==> src/rtl/dfr_pkg.sv <==
// Shared types and default framing constants for the reservoir DAC path.
package dfr_pkg;

   typedef enum logic [2:0] {
      IDLE  = 3'd0,
      SETUP = 3'd1,
      SHIFT = 3'd2,
      HOLD  = 3'd3,
      LOAD  = 3'd4
   } dac_state_t;

   localparam int unsigned DAC_FRAME_BITS = 16;
   localparam int unsigned DAC_DATA_BITS  = 12;
   localparam logic [3:0]  DAC_CMD        = 4'h3;

endpackage

==> src/rtl/dac_spi_driver_if.sv <==
// Request/handshake and DAC pin bundle between the masking logic and the DAC driver.
interface dac_spi_driver_if
   import dfr_pkg::*;
#(
   parameter int unsigned DATA_BITS = DAC_DATA_BITS
);
   logic [DATA_BITS-1:0] din;
   logic                 start;
   logic                 ready;
   logic                 done;
   logic                 DAC_CS_N;
   logic                 DAC_SCLK;
   logic                 DAC_DIN;
   logic                 DAC_LDAC_N;

   modport master (
      output din, start,
      input  ready, done, DAC_CS_N, DAC_SCLK, DAC_DIN, DAC_LDAC_N
   );

   modport slave (
      input  din, start,
      output ready, done, DAC_CS_N, DAC_SCLK, DAC_DIN, DAC_LDAC_N
   );
endinterface

==> src/rtl/dac_sclk_divider.sv <==
// Half-period timebase: one-cycle half_tick every CLK_DIV cycles while en is high,
// counting from zero again each time en rises.
module dac_sclk_divider #(
   parameter int unsigned CLK_DIV = 4
) (
   input  logic clk,
   input  logic rst,
   input  logic en,
   output logic half_tick
);
   localparam int unsigned CNT_W = $clog2(CLK_DIV) + 1;

   logic [CNT_W-1:0] cnt_q;
   logic [CNT_W-1:0] cnt_d;

   assign half_tick = en && (cnt_q == CNT_W'(CLK_DIV - 1));

   always_comb begin
      cnt_d = cnt_q;
      if (!en || half_tick) begin
         cnt_d = {CNT_W{1'b0}};
      end else begin
         cnt_d = cnt_q + CNT_W'(1);
      end
   end

   always_ff @(posedge clk) begin
      if (rst) begin
         cnt_q <= {CNT_W{1'b0}};
      end else begin
         cnt_q <= cnt_d;
      end
   end
endmodule

==> src/rtl/dac_spi_driver.sv <==
// Frames {CMD, din}, shifts it MSB-first to the DAC (CPOL=0, DAC samples on SCLK fall),
// then strobes LDAC_N and pulses done. All pin and handshake outputs are registered.
module dac_spi_driver
   import dfr_pkg::*;
#(
   parameter int unsigned CLK_DIV     = 4,
   parameter int unsigned FRAME_BITS  = DAC_FRAME_BITS,
   parameter int unsigned DATA_BITS   = DAC_DATA_BITS,
   parameter logic [31:0] CMD         = 32'(DAC_CMD),
   parameter int unsigned LDAC_CYCLES = 2
) (
   input logic             clk,
   input logic             rst,
   dac_spi_driver_if.slave bus
);
   localparam int unsigned BIT_W = $clog2(FRAME_BITS) + 1;
   localparam int unsigned LD_W  = $clog2(LDAC_CYCLES) + 1;
   // Header bits above DATA_BITS fall off the top, so a full-width din frame carries no CMD.
   localparam logic [FRAME_BITS-1:0] HDR = FRAME_BITS'(CMD) << DATA_BITS;

   dac_state_t            state_q,   state_d;
   logic [FRAME_BITS-1:0] shreg_q,   shreg_d;
   logic [BIT_W-1:0]      bit_cnt_q, bit_cnt_d;
   logic [LD_W-1:0]       ld_cnt_q,  ld_cnt_d;
   logic                  sclk_hi_q, sclk_hi_d;
   logic                  cs_n_q,    cs_n_d;
   logic                  sclk_q,    sclk_d;
   logic                  din_q,     din_d;
   logic                  ldac_n_q,  ldac_n_d;
   logic                  ready_q,   ready_d;
   logic                  done_q,    done_d;
   logic                  half_tick_s;
   logic                  div_en_s;
   logic                  busy_d_s;
   logic [FRAME_BITS-1:0] frame_s;

   assign frame_s  = HDR | FRAME_BITS'(bus.din);
   assign div_en_s = (state_q == SETUP) || (state_q == SHIFT) || (state_q == HOLD);

   dac_sclk_divider #(.CLK_DIV(CLK_DIV)) u_div (
      .clk       (clk),
      .rst       (rst),
      .en        (div_en_s),
      .half_tick (half_tick_s)
   );

   always_comb begin
      state_d   = state_q;
      shreg_d   = shreg_q;
      bit_cnt_d = bit_cnt_q;
      ld_cnt_d  = ld_cnt_q;
      sclk_hi_d = sclk_hi_q;
      done_d    = 1'b0;
      case (state_q)
         IDLE: begin
            if (bus.start) begin
               state_d   = SETUP;
               shreg_d   = frame_s;
               bit_cnt_d = BIT_W'(FRAME_BITS - 1);
               sclk_hi_d = 1'b0;
            end else begin
               state_d = IDLE;
            end
         end
         SETUP: begin
            if (half_tick_s) begin
               state_d   = SHIFT;
               sclk_hi_d = 1'b1;
            end else begin
               state_d = SETUP;
            end
         end
         SHIFT: begin
            if (!half_tick_s) begin
               state_d = SHIFT;
            end else if (sclk_hi_q) begin
               sclk_hi_d = 1'b0;
            end else if (bit_cnt_q == {BIT_W{1'b0}}) begin
               state_d = HOLD;
            end else begin
               // Next bit goes out together with the SCLK rise.
               shreg_d   = shreg_q << 1;
               bit_cnt_d = bit_cnt_q - BIT_W'(1);
               sclk_hi_d = 1'b1;
            end
         end
         HOLD: begin
            if (half_tick_s) begin
               state_d  = LOAD;
               ld_cnt_d = {LD_W{1'b0}};
            end else begin
               state_d = HOLD;
            end
         end
         LOAD: begin
            if (ld_cnt_q == LD_W'(LDAC_CYCLES - 1)) begin
               state_d = IDLE;
               done_d  = 1'b1;
            end else begin
               ld_cnt_d = ld_cnt_q + LD_W'(1);
            end
         end
         default: begin
            state_d = IDLE;
         end
      endcase
   end

   assign busy_d_s = (state_d == SETUP) || (state_d == SHIFT) || (state_d == HOLD);
   assign cs_n_d   = !busy_d_s;
   assign sclk_d   = (state_d == SHIFT) && sclk_hi_d;
   assign din_d    = busy_d_s ? shreg_d[FRAME_BITS-1] : 1'b0;
   assign ldac_n_d = (state_d != LOAD);
   assign ready_d  = (state_d == IDLE);

   always_ff @(posedge clk) begin
      if (rst) begin
         state_q   <= IDLE;
         shreg_q   <= {FRAME_BITS{1'b0}};
         bit_cnt_q <= {BIT_W{1'b0}};
         ld_cnt_q  <= {LD_W{1'b0}};
         sclk_hi_q <= 1'b0;
         cs_n_q    <= 1'b1;
         sclk_q    <= 1'b0;
         din_q     <= 1'b0;
         ldac_n_q  <= 1'b1;
         ready_q   <= 1'b1;
         done_q    <= 1'b0;
      end else begin
         state_q   <= state_d;
         shreg_q   <= shreg_d;
         bit_cnt_q <= bit_cnt_d;
         ld_cnt_q  <= ld_cnt_d;
         sclk_hi_q <= sclk_hi_d;
         cs_n_q    <= cs_n_d;
         sclk_q    <= sclk_d;
         din_q     <= din_d;
         ldac_n_q  <= ldac_n_d;
         ready_q   <= ready_d;
         done_q    <= done_d;
      end
   end

   assign bus.DAC_CS_N   = cs_n_q;
   assign bus.DAC_SCLK   = sclk_q;
   assign bus.DAC_DIN    = din_q;
   assign bus.DAC_LDAC_N = ldac_n_q;
   assign bus.ready      = ready_q;
   assign bus.done       = done_q;
endmodule

==> src/flat_wrapper.sv <==
// flat-port wrapper written by rule: the top's interface ports become plain ports
module dac_spi_driver_flat import dfr_pkg::*;
#(
   parameter int unsigned CLK_DIV     = 4,
   parameter int unsigned FRAME_BITS  = DAC_FRAME_BITS,
   parameter int unsigned DATA_BITS   = DAC_DATA_BITS,
   parameter logic [31:0] CMD         = 32'(DAC_CMD),
   parameter int unsigned LDAC_CYCLES = 2
)
  (clk, rst, bus_din, bus_start, bus_ready, bus_done, bus_DAC_CS_N, bus_DAC_SCLK, bus_DAC_DIN, bus_DAC_LDAC_N);
  dac_spi_driver_if #(.DATA_BITS(DATA_BITS)) bus_i ();
  input logic clk;
  input logic rst;
  input wire logic [$bits(bus_i.din)-1:0] bus_din;
  input wire logic [$bits(bus_i.start)-1:0] bus_start;
  output wire logic [$bits(bus_i.ready)-1:0] bus_ready;
  output wire logic [$bits(bus_i.done)-1:0] bus_done;
  output wire logic [$bits(bus_i.DAC_CS_N)-1:0] bus_DAC_CS_N;
  output wire logic [$bits(bus_i.DAC_SCLK)-1:0] bus_DAC_SCLK;
  output wire logic [$bits(bus_i.DAC_DIN)-1:0] bus_DAC_DIN;
  output wire logic [$bits(bus_i.DAC_LDAC_N)-1:0] bus_DAC_LDAC_N;
  assign bus_i.din = bus_din;
  assign bus_i.start = bus_start;
  assign bus_ready = bus_i.ready;
  assign bus_done = bus_i.done;
  assign bus_DAC_CS_N = bus_i.DAC_CS_N;
  assign bus_DAC_SCLK = bus_i.DAC_SCLK;
  assign bus_DAC_DIN = bus_i.DAC_DIN;
  assign bus_DAC_LDAC_N = bus_i.DAC_LDAC_N;
  dac_spi_driver #(.CLK_DIV(CLK_DIV), .FRAME_BITS(FRAME_BITS), .DATA_BITS(DATA_BITS), .CMD(CMD), .LDAC_CYCLES(LDAC_CYCLES)) u_core (.clk(clk), .rst(rst), .bus(bus_i));
endmodule
==> config.mk <==
export PLATFORM = sky130hd
export DESIGN_NAME = dac_spi_driver_flat
export DESIGN_NICKNAME = d
export VERILOG_FILES = /design/src/rtl/dfr_pkg.sv /design/src/rtl/dac_spi_driver_if.sv /design/src/rtl/dac_sclk_divider.sv /design/src/rtl/dac_spi_driver.sv /design/src/flat_wrapper.sv
export SDC_FILE = /design/constraint.sdc
export NUM_CORES = 1
export LEC_CHECK = 0
export BUFFER_PORTS_ARGS = -buffer_cell sky130_fd_sc_hd__buf_2
export CAP_MARGIN = 20
export CORE_MARGIN = 2
export CORE_UTILIZATION = 43
export DETAILED_ROUTE_END_ITERATION = 16
export SYNTH_ARGS = -nofsm -noshare
export SYNTH_HDL_FRONTEND = slang
export SYNTH_SLANG_ARGS = --single-unit
==> constraint.sdc <==
create_clock -name clk -period 2.7 [get_ports clk]
set_clock_uncertainty 0.15 [all_clocks]
set_input_delay 0.54 -clock clk [delete_from_list [all_inputs] [get_ports clk]]
set_output_delay 0.54 -clock clk [all_outputs]
set_load 0.02 [all_outputs]
* Word-level counts from Yosys, hierarchy flattened *
Cells that the tools add are included.

storage, ports and cells
  logic and storage cells = 81
  bits in registers = 36
  output and inout port bits = 6

operators by class
  reductions and logical operators = 19
  bitwise operators = 2
  add/sub/neg operators = 3
  mux-type cells = 28
  equality and inequality tests = 16

operators by type and width
  operator                                                            number
  16-bit two-way mux                                                  4
  16-bit case mux with 2 select lines                                 1
  5-bit two-way mux                                                   4
  3-bit by 2-bit == test with 1-bit output, second input constant     5
  3-bit two-way mux                                                   5
  3-bit case mux with 5 select lines                                  1
  5-bit case mux with 2 select lines                                  1
  2-bit != test, second input constant                                4
  1-bit two-way mux                                                   7
  3-bit by 1-bit == test with 1-bit output, second input constant     2
  3-bit logical NOT                                                   2
  2-bit two-way mux                                                   3
  2-bit OR reduction                                                  3
  5-bit logical NOT                                                   1
  1-bit logical OR                                                    5
  5-bit AND reduction                                                 1
  5-bit by 1-bit subtractor with 5-bit output, second input constant  1
  2-bit by 1-bit != test with 1-bit output, second input constant     2
  2-bit case mux with 2 select lines                                  1
  2-bit nonzero test                                                  2
  3-bit by 1-bit adder with 3-bit output, second input constant       1
  3-bit == test, second input constant                                1
  3-bit != test, second input constant                                1
  1-bit case mux with 3 select lines                                  1
  other kinds (6)                                                     9

* Depth between registers and ports, before layout *
  depth in word-level cells = 11
  depth in mapped cells = 8

* Cells and area by module *
From an unflattened synthesis, not the netlist that was laid out.

unflattened totals
  cells, all modules = 164
  area, all modules = 1555.2 sq um

by module, submodules not included
  module            sequential area each (sq um)  cells an instance  area each (sq um)  instances
  dac_spi_driver    660.6                         154                1428.9             1
  dac_sclk_divider  60.1                          10                 126.4              1

* Worst setup path after synthesis *
OpenSTA, ideal clock, no wires.

  kind = register to register
  from = register u_core.bit_cnt_q[0]
  to = register u_core.bit_cnt_q[2]
  data arrival time = 1.679 ns
  setup slack = 0.740 ns
  cell stages (with the launch flop) = 9
  buffers on the path = 2
  period minus slack after synthesis = 1.960 ns
  required time = 2.420 ns
  path through = dfxtp_1 inv_1 ha_1 or4b_1 buf_2 and3_4 buf_6 a211oi_1 a311oi_1

between the ends
  word-level cells in the longest chain between the ends = 5
  elaborated cells on any way between the ends = 8
  those cells by class = 1 x add/sub; 1 x eq/ne; 4 x mux; 2 x reduce/logical

ends and longest elaborated chain
  element                                      RTL line               RTL
  start: declaration                           dac_spi_driver.sv:23   logic [BIT_W-1:0] bit_cnt_q, bit_cnt_d;
  start signal: assignment                     dac_spi_driver.sv:120  bit_cnt_q <= {BIT_W{1'b0}};
  start signal: assignment                     dac_spi_driver.sv:132  bit_cnt_q <= bit_cnt_d;
  5-bit by 1-bit subtractor with 5-bit output  dac_spi_driver.sv:83   bit_cnt_d = bit_cnt_q - BIT_W'(1);
  5-bit two-way mux                            dac_spi_driver.sv:78   end else if (bit_cnt_q == {BIT_W{1'b0}}) begin
  5-bit two-way mux                            dac_spi_driver.sv:76   end else if (sclk_hi_q) begin
  5-bit two-way mux                            dac_spi_driver.sv:74   if (!half_tick_s) begin
  5-bit case mux with 2 select lines           dac_spi_driver.sv:54   case (state_q)

Several ways; a longest one is shown, not always the timed one. The select of a mux whose other input is x is not followed.
A chain may end at the register's enable or synchronous reset.

* Worst setup path after layout *
  from = register u_core.bit_cnt_q[0]
  to = register u_core.shreg_q[10]

between the ends
  word-level cells in the longest chain between the ends = 3

ends and longest elaborated chain
  element                               RTL line               RTL
  5-bit logical NOT                     dac_spi_driver.sv:78
  2-bit != test (no source line)        n/a
  5-bit AND reduction (no source line)  n/a
  end signal: assignment                dac_spi_driver.sv:119  shreg_q <= {FRAME_BITS{1'b0}};
  end signal: assignment                dac_spi_driver.sv:131  shreg_q <= shreg_d;
  end: declaration                      dac_spi_driver.sv:22   logic [FRAME_BITS-1:0] shreg_q, shreg_d;

Every way passes these cells.

==> impl_metrics.json <==
{
  "outcome": "finished clean",
  "worst_pin_slew_ns": 0.552,
  "synth_seq_cells": 36,
  "synthFlopType": "dfxtp_1",
  "drt_iter0_markers": 56,
  "worst_ep_required_time_ns": 2.82,
  "cts_root_buf": "clkbuf_4",
  "clkSlewWorstSetupHoldPaths_ns": 0.11,
  "ir_worst_vdd_v": 0.000263,
  "cts_inserted_buffers": 5,
  "seq_area_um2": 721,
  "grt-ovfl-total": 0,
  "critPathKind": "flop to flop",
  "p_leak_nw": 0.679,
  "grt_pass1_vias": 1237,
  "synth_area_mm2": 0.00158,
  "ys_async_sr_fraction_pct": 0,
  "min_path_type": "flop to flop",
  "boundaryPins": 21,
  "synth.area.top_cells": "dfxtp_1, a21oi_1, a22oi_1, nor2_1, ha_1",
  "ys_seq_area_share_pct": 45.8,
  "worst-path-max-fanout": 11,
  "synth-edff-count": 0,
  "areaGrowthSynthToFinish_pct": 10.7,
  "fmax_mhz": 441,
  "drv_slew": 0,
  "finalSetupViolations": 0,
  "arrival_ns": 2.39,
  "rsz0062_at_grt": "no",
  "htreeDepth": 2,
  "wire_per_inst_um": 12.3,
  "core-area_mm2": 0.00342,
  "layout-drive-gt1-share_pct": 18.2,
  "routed_wl_um": 2930,
  "clock_sinks": 36,
  "synth_top_area_share_pct": 45.8,
  "power_density_mw_per_mm2": 594,
  "cts_tree": "yes",
  "rows": 21,
  "place_hpwl_um": 2020,
  "r2r_start": "u_core.bit_cnt_q[0]",
  "clockBufferDepth": 2,
  "grt_pass1_wl_um": 5300,
  "syn_nets": 196,
  "tns_ns": 0,
  "yosys_warnings": 0,
  "period_needed_ns": 2.27,
  "ys_types": 40,
  "relSlewSlack_pct": 63.1,
  "n_antenna_cell": 0,
  "die_area_mm2": 0.00416,
  "ff2ff_path_depth": 6,
  "yosysTopAreaCell": "dfxtp_1",
  "report.final.hold_viol_count": 0,
  "grt_max_degree": 29,
  "detail-route-antenna-nets": 0,
  "postCtsSetupBuffers": 0,
  "stdcell_area_mm2": 0.00174,
  "fill_cells": 364,
  "start_util_pct": 46.1,
  "synthCells": 176,
  "multi_input_area_um2": 756,
  "vias": 1275,
  "gp_congestion": 0.810,
  "grt_use_total_pct": 16.5,
  "fin_cells": 238,
  "die_x_um": 64.5,
  "antenna_found_initial": 0,
  "finalCritPeriodShare_pct": 84.1,
  "holdBufCountCts": 0,
  "drv_cap": 0,
  "dieHeight_um": 64.5,
  "endpoint_kind": "flop",
  "dp_cells": 230,
  "first_pass_iters": 4,
  "cts_resized": 0,
  "cp-start-kind": "flop",
  "fin_nets": 211,
  "r2r_slack_ns": 0.43,
  "endpoint": "u_core.shreg_q[10]",
  "clock_insertion_delay_worst_skew_ns": 0.34,
  "avgSynthCellArea_um2": 8.95,
  "cp-startpoint": "u_core.bit_cnt_q[0]",
  "drc": 0,
  "dpl_cell_area_mm2": 0.00167,
  "viasPerCell": 5.36,
  "io_buffers": 20,
  "r2r_end": "u_core.shreg_q[10]"
}
-- cell usage in the layout (no fill, tap or decap), drive strengths merged, types with 2 or more instances in the layout --
| cell type | synthesis | routed |
|---|---|---|
| dfxtp | 36 | 36 |
| o21ai | 2 | 2 |
| or3b | 2 | 2 |
| nand3 | 3 | 3 |
| inv | 7 | 7 |
| a22oi | 11 | 11 |
| mux2i | 2 | 2 |
| nand3b | 2 | 2 |
| clkbuf | 7 | 6 |
| nand2b | 4 | 4 |
| buf | 6 | 21 |
| nor2b | 2 | 2 |
| o22ai | 2 | 2 |
| nor2 | 19 | 19 |
| a211oi | 3 | 3 |
| ha | 5 | 5 |
| and3 | 2 | 2 |
| o22a | 2 | 2 |
| nor4b | 2 | 2 |
| a221oi | 2 | 2 |
| nand2 | 16 | 16 |
| a21oi | 18 | 18 |
| nor3 | 11 | 11 |
-- through the flow --
step                power [mW]  utilization (%)  hold slack (ns)  worst slack, ns
finish                    1.04             51.1            0.289            0.430
global route              1.10             51.1            0.284            0.285
CTS                       1.05             51.1            0.275            0.379
detailed placement       0.681             48.8            0.276            0.405
global placement         0.675             48.8            0.257            0.600
floorplan                0.653                -            0.249            0.740
-- report_power, final --
group	total (mW)	switching [mW]	internal (mW)
registers	0.573	0.0177	0.555
clock network	0.368	0.174	0.194
logic	0.0946	0.0539	0.0406
total	1.04	0.245	0.790
-- sequential cells by signal (all words and copies together) (netlist names) --
register / cells
u_core.bus.DAC_CS_N: 1
u_core.state_q: 3
u_core.bit_cnt_q: 5
u_core.shreg_q: 16
u_core.ld_cnt_q: 2
u_core.bus.done: 1
u_core.sclk_hi_q: 1
u_core.u_div.cnt_q: 3
u_core.bus.DAC_DIN: 1
u_core.bus.DAC_SCLK: 1
u_core.bus.DAC_LDAC_N: 1
u_core.bus.ready: 1
-- cells in the mapped netlist, types with 2 or more instances --
master,instances
nand3b_1,2
nand3_1,3
o21ai_0,2
a22oi_1,11
inv_1,7
a21oi_1,18
o22a_1,2
buf_4,2
nor3_1,11
nand2b_1,4
ha_1,5
dfxtp_1,36
buf_6,2
mux2i_1,2
nor2b_1,2
nand2_1,16
nor2_1,19
o22ai_1,2
clkbuf_1,7
a211oi_1,3
-- final cells by class --
cell class              count  area share, %
inverters                   7           1.51
clock buffers               6           2.37
well taps                  46           3.30
flip-flops and latches     36           41.3
multi-input cells         120           43.3
repair buffers             21           6.17
clock inverters             2           2.01
-- logic make-up after synthesis --
logic type	share of synthesized area (%)
simple gates	23.4
compound gates	18.3
flops	45.8
buf+inv	6.27
fa+ha+maj	3.97
xor+xnor	1.11
mux	1.27
-- worst max-delay path, cell delays in order (launching register included) --
cell     delay (ns)
dfxtp_1        0.35
inv_1          0.11
ha_1           0.16
or4b_1         0.58
a31oi_2        0.54
nand2_1        0.13
a21oi_1        0.18
-- how the worst min path moves through the flow --
stage / slack [ns] / cells after the start / endpoint / from
floorplan: 0.25 / 1 / u_core.u_div.cnt_q[0] / u_core.u_div.cnt_q[0]
global route: 0.28 / 3 / u_core.shreg_q[0] / bus_din[0]
global placement: 0.26 / 1 / u_core.u_div.cnt_q[0] / u_core.u_div.cnt_q[0]
CTS: 0.27 / 3 / u_core.shreg_q[0] / bus_din[0]
finish: 0.29 / 1 / u_core.u_div.cnt_q[0] / u_core.u_div.cnt_q[0]
detailed placement: 0.28 / 1 / u_core.u_div.cnt_q[0] / u_core.u_div.cnt_q[0]
-- routing by layer --
metal	track usage [%]	part of all wire [%]	vias to the layer above
met1	17.6	44	600
met5	0	0	-
met4	6.38	2.1	0
met2	29.7	49	22
li1	-	-	647
met3	5.73	4.6	6
(Power assumes the default switching activity.)
